<file path="config.mk">
export PLATFORM = sky130hd
export DESIGN_NAME = uart_tx_frame_flat
export DESIGN_NICKNAME = d
export VERILOG_FILES = /design/src/rtl/uart_tx_frame_if.sv /design/src/rtl/uart_tx_frame.sv /design/src/flat_wrapper.sv
export SDC_FILE = /design/constraint.sdc
export NUM_CORES = 1
export LEC_CHECK = 0
export CORE_MARGIN = 4
export CORE_UTILIZATION = 33
export DETAILED_ROUTE_END_ITERATION = 10
export PLACE_DENSITY_LB_ADDON = 0.25
export SLEW_MARGIN = 20
export SYNTH_ARGS = -nofsm -noshare
export SYNTH_HDL_FRONTEND = slang
export SYNTH_SLANG_ARGS = --single-unit
</file>
<file path="constraint.sdc">
create_clock -name clk -period 4.2 [get_ports clk]
set_input_delay 0.42 -clock clk [delete_from_list [all_inputs] [get_ports clk]]
set_output_delay 0.42 -clock clk [all_outputs]
set_load 0.01 [all_outputs]
</file>
<file path="src/rtl/uart_tx_frame_if.sv">
// Parallel-side bus of the UART transmitter: byte request, parity select and serial/status outputs.
interface uart_tx_frame_if #(
  parameter int DATA_WIDTH = 8
);
  logic [DATA_WIDTH-1:0] P_DATA;
  logic                  DATA_VALID;
  logic                  PAR_EN;
  logic                  PAR_TYP;
  logic                  TX_OUT;
  logic                  Busy;

  modport master (
    output P_DATA, DATA_VALID, PAR_EN, PAR_TYP,
    input  TX_OUT, Busy
  );

  modport slave (
    input  P_DATA, DATA_VALID, PAR_EN, PAR_TYP,
    output TX_OUT, Busy
  );
endinterface

</file>
<file path="src/rtl/uart_tx_frame.sv">
// UART transmitter: start bit, LSB-first data, optional even/odd parity, one stop bit.
// One serial bit per clk; a new byte may be accepted in the stop cycle for gapless frames.
module uart_tx_frame #(
  parameter int DATA_WIDTH = 8
) (
  input  logic            clk,
  input  logic            rst,
  uart_tx_frame_if.slave  bus
);

  localparam int CW = (DATA_WIDTH > 1) ? $clog2(DATA_WIDTH) : 1;
  localparam logic [CW-1:0] LAST_BIT = CW'(DATA_WIDTH - 1);

  typedef enum logic [2:0] {
    IDLE   = 3'd0,
    START  = 3'd1,
    DATA   = 3'd2,
    PARITY = 3'd3,
    STOP   = 3'd4
  } state_t;

  state_t                state_q, state_d;
  logic [CW-1:0]         cnt_q, cnt_d;
  logic [DATA_WIDTH-1:0] data_q, data_d;
  logic                  par_en_q, par_en_d;
  logic                  par_typ_q, par_typ_d;
  logic                  tx_q, tx_d;
  logic                  busy_q, busy_d;

  logic                  accept;
  logic [CW-1:0]         cnt_inc;
  logic                  parity;

  // Outputs are computed for the state being entered, so they register on the same edge as the state.
  always_comb begin
    state_d   = state_q;
    cnt_d     = cnt_q;
    data_d    = data_q;
    par_en_d  = par_en_q;
    par_typ_d = par_typ_q;
    tx_d      = tx_q;
    busy_d    = busy_q;

    accept  = bus.DATA_VALID && ((state_q == IDLE) || (state_q == STOP));
    cnt_inc = cnt_q + 1'b1;
    parity  = par_typ_q ? ~^data_q : ^data_q;

    if (accept) begin
      data_d    = bus.P_DATA;
      par_en_d  = bus.PAR_EN;
      par_typ_d = bus.PAR_TYP;
    end

    case (state_q)
      IDLE, STOP: begin
        if (accept) begin
          state_d = START;
          tx_d    = 1'b0;
          busy_d  = 1'b1;
        end else begin
          state_d = IDLE;
          tx_d    = 1'b1;
          busy_d  = 1'b0;
        end
      end
      START: begin
        state_d = DATA;
        cnt_d   = '0;
        tx_d    = data_q[0];
        busy_d  = 1'b1;
      end
      DATA: begin
        busy_d = 1'b1;
        if (cnt_q == LAST_BIT) begin
          cnt_d = '0;
          if (par_en_q) begin
            state_d = PARITY;
            tx_d    = parity;
          end else begin
            state_d = STOP;
            tx_d    = 1'b1;
          end
        end else begin
          cnt_d = cnt_inc;
          tx_d  = data_q[cnt_inc];
        end
      end
      PARITY: begin
        state_d = STOP;
        tx_d    = 1'b1;
        busy_d  = 1'b1;
      end
      default: begin
        state_d = IDLE;
        cnt_d   = '0;
        tx_d    = 1'b1;
        busy_d  = 1'b0;
      end
    endcase
  end

  always_ff @(posedge clk) begin
    if (rst) begin
      state_q   <= IDLE;
      cnt_q     <= '0;
      data_q    <= '0;
      par_en_q  <= 1'b0;
      par_typ_q <= 1'b0;
      tx_q      <= 1'b1;
      busy_q    <= 1'b0;
    end else begin
      state_q   <= state_d;
      cnt_q     <= cnt_d;
      data_q    <= data_d;
      par_en_q  <= par_en_d;
      par_typ_q <= par_typ_d;
      tx_q      <= tx_d;
      busy_q    <= busy_d;
    end
  end

  assign bus.TX_OUT = tx_q;
  assign bus.Busy   = busy_q;

endmodule

</file>
<file path="src/flat_wrapper.sv">
// flat-port wrapper written by rule: the top's interface ports become plain ports
module uart_tx_frame_flat 
#(
  parameter int DATA_WIDTH = 8
)
  (clk, rst, bus_P_DATA, bus_DATA_VALID, bus_PAR_EN, bus_PAR_TYP, bus_TX_OUT, bus_Busy);
  uart_tx_frame_if #(.DATA_WIDTH(DATA_WIDTH)) bus_i ();
  input  logic clk;
  input  logic rst;
  input wire logic [$bits(bus_i.P_DATA)-1:0] bus_P_DATA;
  input wire logic [$bits(bus_i.DATA_VALID)-1:0] bus_DATA_VALID;
  input wire logic [$bits(bus_i.PAR_EN)-1:0] bus_PAR_EN;
  input wire logic [$bits(bus_i.PAR_TYP)-1:0] bus_PAR_TYP;
  output wire logic [$bits(bus_i.TX_OUT)-1:0] bus_TX_OUT;
  output wire logic [$bits(bus_i.Busy)-1:0] bus_Busy;
  assign bus_i.P_DATA = bus_P_DATA;
  assign bus_i.DATA_VALID = bus_DATA_VALID;
  assign bus_i.PAR_EN = bus_PAR_EN;
  assign bus_i.PAR_TYP = bus_PAR_TYP;
  assign bus_TX_OUT = bus_i.TX_OUT;
  assign bus_Busy = bus_i.Busy;
  uart_tx_frame #(.DATA_WIDTH(DATA_WIDTH)) u_core (.clk(clk), .rst(rst), .bus(bus_i));
endmodule
</file>
==> reports/results.txt <==
The run finished with clean final reports. Summed over all failing endpoints, the final setup total negative slack is 0 ns. The count of flip-flops with a built-in enable after synthesis was 0; the worst clock skew was 0.00401 ns.

Of the synthesized area, sequential elements account for 41.4%. In the final layout, the share of cells above drive strength 1 is 5.93%. In this run the cell area measured after placement is 1030 um^2.

Count of distinct cell types in the synthesized netlist: 26. For the number of standard cells in the layout, taps in and fillers out, the log shows 148. Number of hold violations in the final report: 0. The run gives 4 as the iteration count of the initial detailed-routing pass. The number of nets handed over by synthesis was 120.

The number of buffers added on ports is 14, and the post-synthesis async set-or-reset flop share is 0%. TritonCTS built the clock tree. The final worst setup slack was 2.31 ns. Entering global routing, the biggest net connects 18 pins.

Global routing consumed, on the met3 layer, 2.61% of the routing resources. The run gives 15 as the number of top-level design ports. The total power was 0.385 mW; the die width was 59.3 um. Data on the critical path arrives at its endpoint at 2.13 ns. For the leftover overflow at the end of global routing, the log shows 0.

Cells fill 42.5% of the core in the end. The synthesized cell area came out at 870 um^2. The path class of the tightest hold or removal check is register to register. The number of global-route vias before repair is 708. Including well taps, the total number of placed cells is 144. The logs give 18 for the row count and 0 for the buffer count from post-CTS setup fixing.

The worst setup path is of the register to register kind. After legalization and detailed placement, the total HPWL measured 1280 um. The number of gates resized after CTS was 0. Wire length of the first global-routing pass: 2990 um.

The number of diodes added for antenna fixing was 0; the post-route fraction of the period consumed by the critical path was 44.9%. After detailed routing, the number of remaining DRC violations is 0. The mean routed wirelength per cell is 11.3 um. The number of H-tree levels was 1. The run gives 1670 um as the aggregate routed wire length.

In this run the worst path has a maximum fanout of 5. Among all flip-flop cells after synthesis, the most frequent one is sky130_fd_sc_hd__dfxtp_1. Max-cap check violation count: 0. The cell count after synthesis came out at 105.

The die covers 3520 um^2. The worst setup slack after placement is 2.32 ns. The net count of the finished layout is 134.

The routed layout has 731 vias. The root buffer cell chosen for the clock tree is sky130_fd_sc_hd__clkbuf_4. Derived from the worst setup path, the maximum achievable clock frequency is 530 MHz.

STA classifies the critical path endpoint as a register. The Yosys step of the flow raised 0 warnings. For the static leakage, the log shows 0.396 nW. Setup repair after global routing left no endpoint under its margin. The die extent in y is 59.3 um.

The final-report max-slew violation count was 0. Once the floorplan was initialized, standard cells occupied 34.8% of the core. The placer's final routability congestion estimate was 0.860. After synthesis, the mean cell area works out to 8.28 um^2. Hold repair after CTS inserted 0 buffers. The shortest clock period the worst path allows after layout was 1.89 ns; the initial antenna violation count was 0.

The run gives 18 as the CTS sink count. In this run the tightest slew margin relative to its limit is 58.1%. Dividing total power by cell area gives a power density of 362 nW/um^2.

The clock-pin slew of the registers on the worst-case setup and hold paths is 0.10 ns, and the area growth from synthesis to layout is 22.3%. The area of all placed cells without fillers was 1060 um^2; the final antenna-violating net count was 0. Global routing used 11.0% of the available tracks.

In the routed layout, each cell is associated on average with a via count of 4.94. The logs give 2500 um^2 for the core area and 0.478 ns for the worst hold slack. For the met1 usage in global routing, the log shows 12.6%. The most used routing layer in global routing was met2. The data required time at the worst endpoint is 4.44 ns, and the number of CTS-inserted buffers is 3.

The transition at the pin with the smallest max-transition slack came out at 0.626 ns. The number of fill cells in the layout is 268. The category of the worst setup path launch point is a register.

The clock passes through at most 2 buffers. For the worst-skew pair, the clock arrives at the later sink with an insertion delay of 0.29 ns. Maximum vdd drop: 178 uV.

The number of failing setup endpoints in the final timing report came out at 0. The number of synthesized register bits was 18. For met2 alone, demand over resource in global routing was 19.8%. For this block, the initial DRC count from the detailed router was 17.
-- registers in the layout, indices dropped and copies added, names as in the netlist --
register	flops
u_core.data_q	8
u_core.cnt_q	3
u_core.state_q	3
u_core.bus.Busy	1
u_core.bus.TX_OUT	1
u_core.par_en_q	1
u_core.par_typ_q	1
-- final cells by class --
class | count | area [um^2] | share of cell area, %
clock buffers | 4 | 36.3 | 3.41
inverters | 3 | 11.3 | 1.06
multi-input cells | 79 | 478 | 44.9
flip-flops and latches | 18 | 360 | 33.9
well taps | 30 | 37.5 | 3.53
repair buffers | 14 | 140 | 13.2
-- cell usage after synthesis (3+ instances only) --
| library cell | instances | area share [%] |
|---|---|---|
| sky130_fd_sc_hd__nor2_1 | 10 | 4.3 |
| sky130_fd_sc_hd__mux2i_1 | 4 | 4.6 |
| sky130_fd_sc_hd__a21oi_1 | 14 | 8.1 |
| sky130_fd_sc_hd__dfxtp_1 | 18 | 41 |
| sky130_fd_sc_hd__xnor2_1 | 5 | 5.0 |
| sky130_fd_sc_hd__nand2_1 | 22 | 9.5 |
| sky130_fd_sc_hd__a31oi_1 | 3 | 2.2 |
| sky130_fd_sc_hd__nor2b_1 | 3 | 2.2 |
| sky130_fd_sc_hd__clkbuf_1 | 3 | 1.3 |
| sky130_fd_sc_hd__inv_1 | 3 | 1.3 |
-- worst max-delay path: stages (launching register included) --
cell                       delay (ns)
sky130_fd_sc_hd__dfxtp_1         0.37
sky130_fd_sc_hd__ha_1            0.22
sky130_fd_sc_hd__ha_1            0.38
sky130_fd_sc_hd__mux2i_1         0.15
sky130_fd_sc_hd__mux4_2          0.46
sky130_fd_sc_hd__nand2_1         0.08
sky130_fd_sc_hd__o311ai_1        0.09
sky130_fd_sc_hd__nand3_1         0.09
-- power by group --
group	switching [mW]	internal, mW
Clock	0.0534	0.0528
Combinational	0.0356	0.0460
Sequential	0.0137	0.183
Total	0.103	0.282
-- cell families after synthesis --
group                    Yosys count  share of synthesized area, %
buffers and inverters              8                          3.60
multiplexers                       6                          8.49
AO/OA/AOI/OAI                     22                          14.2
XOR/XNOR                           7                          8.78
adder cells (fa/ha/maj)            2                          2.88
AND/OR/NAND/NOR                   42                          20.6
flip-flops                        18                          41.4
-- per-layer routing --
layer / part of all wire, % / wire length, um / up-vias
li1: - / - / 382
met1: 45 / 746 / 333
met2: 49 / 822 / 14
met3: 5.1 / 85 / 2
met4: 1.0 / 17 / 0
met5: 0 / 0 / -
-- layout by cell type (no fill, tap or decap), drive strengths merged, types with 2 or more instances in the layout --
cell           netlist  layout
nor2b                3       3
o21ai                2       2
nor2                10      10
nor3                 2       2
nand2b               2       2
clkdlybuf4s50        0      14
a21oi               14      14
dfxtp               18      18
mux2i                4       4
inv                  3       3
xnor2                5       5
clkbuf               3       4
a31oi                3       3
ha                   2       2
nand2               22      22
-- final timing paths --
| kind | from | slack [ns] | depth (start not counted) | to |
|---|---|---|---|---|
| worst min register to register | u_core.par_typ_q | 0.48 | 2 | u_core.par_typ_q |
| worst max register to register | u_core.cnt_q[0] | 2.31 | 7 | u_core.bus.TX_OUT |
| worst max-delay path | u_core.cnt_q[0] | 2.31 | 7 | u_core.bus.TX_OUT |
| worst min-delay path | u_core.par_typ_q | 0.48 | 2 | u_core.par_typ_q |
Power figures use the tool's default switching activity.
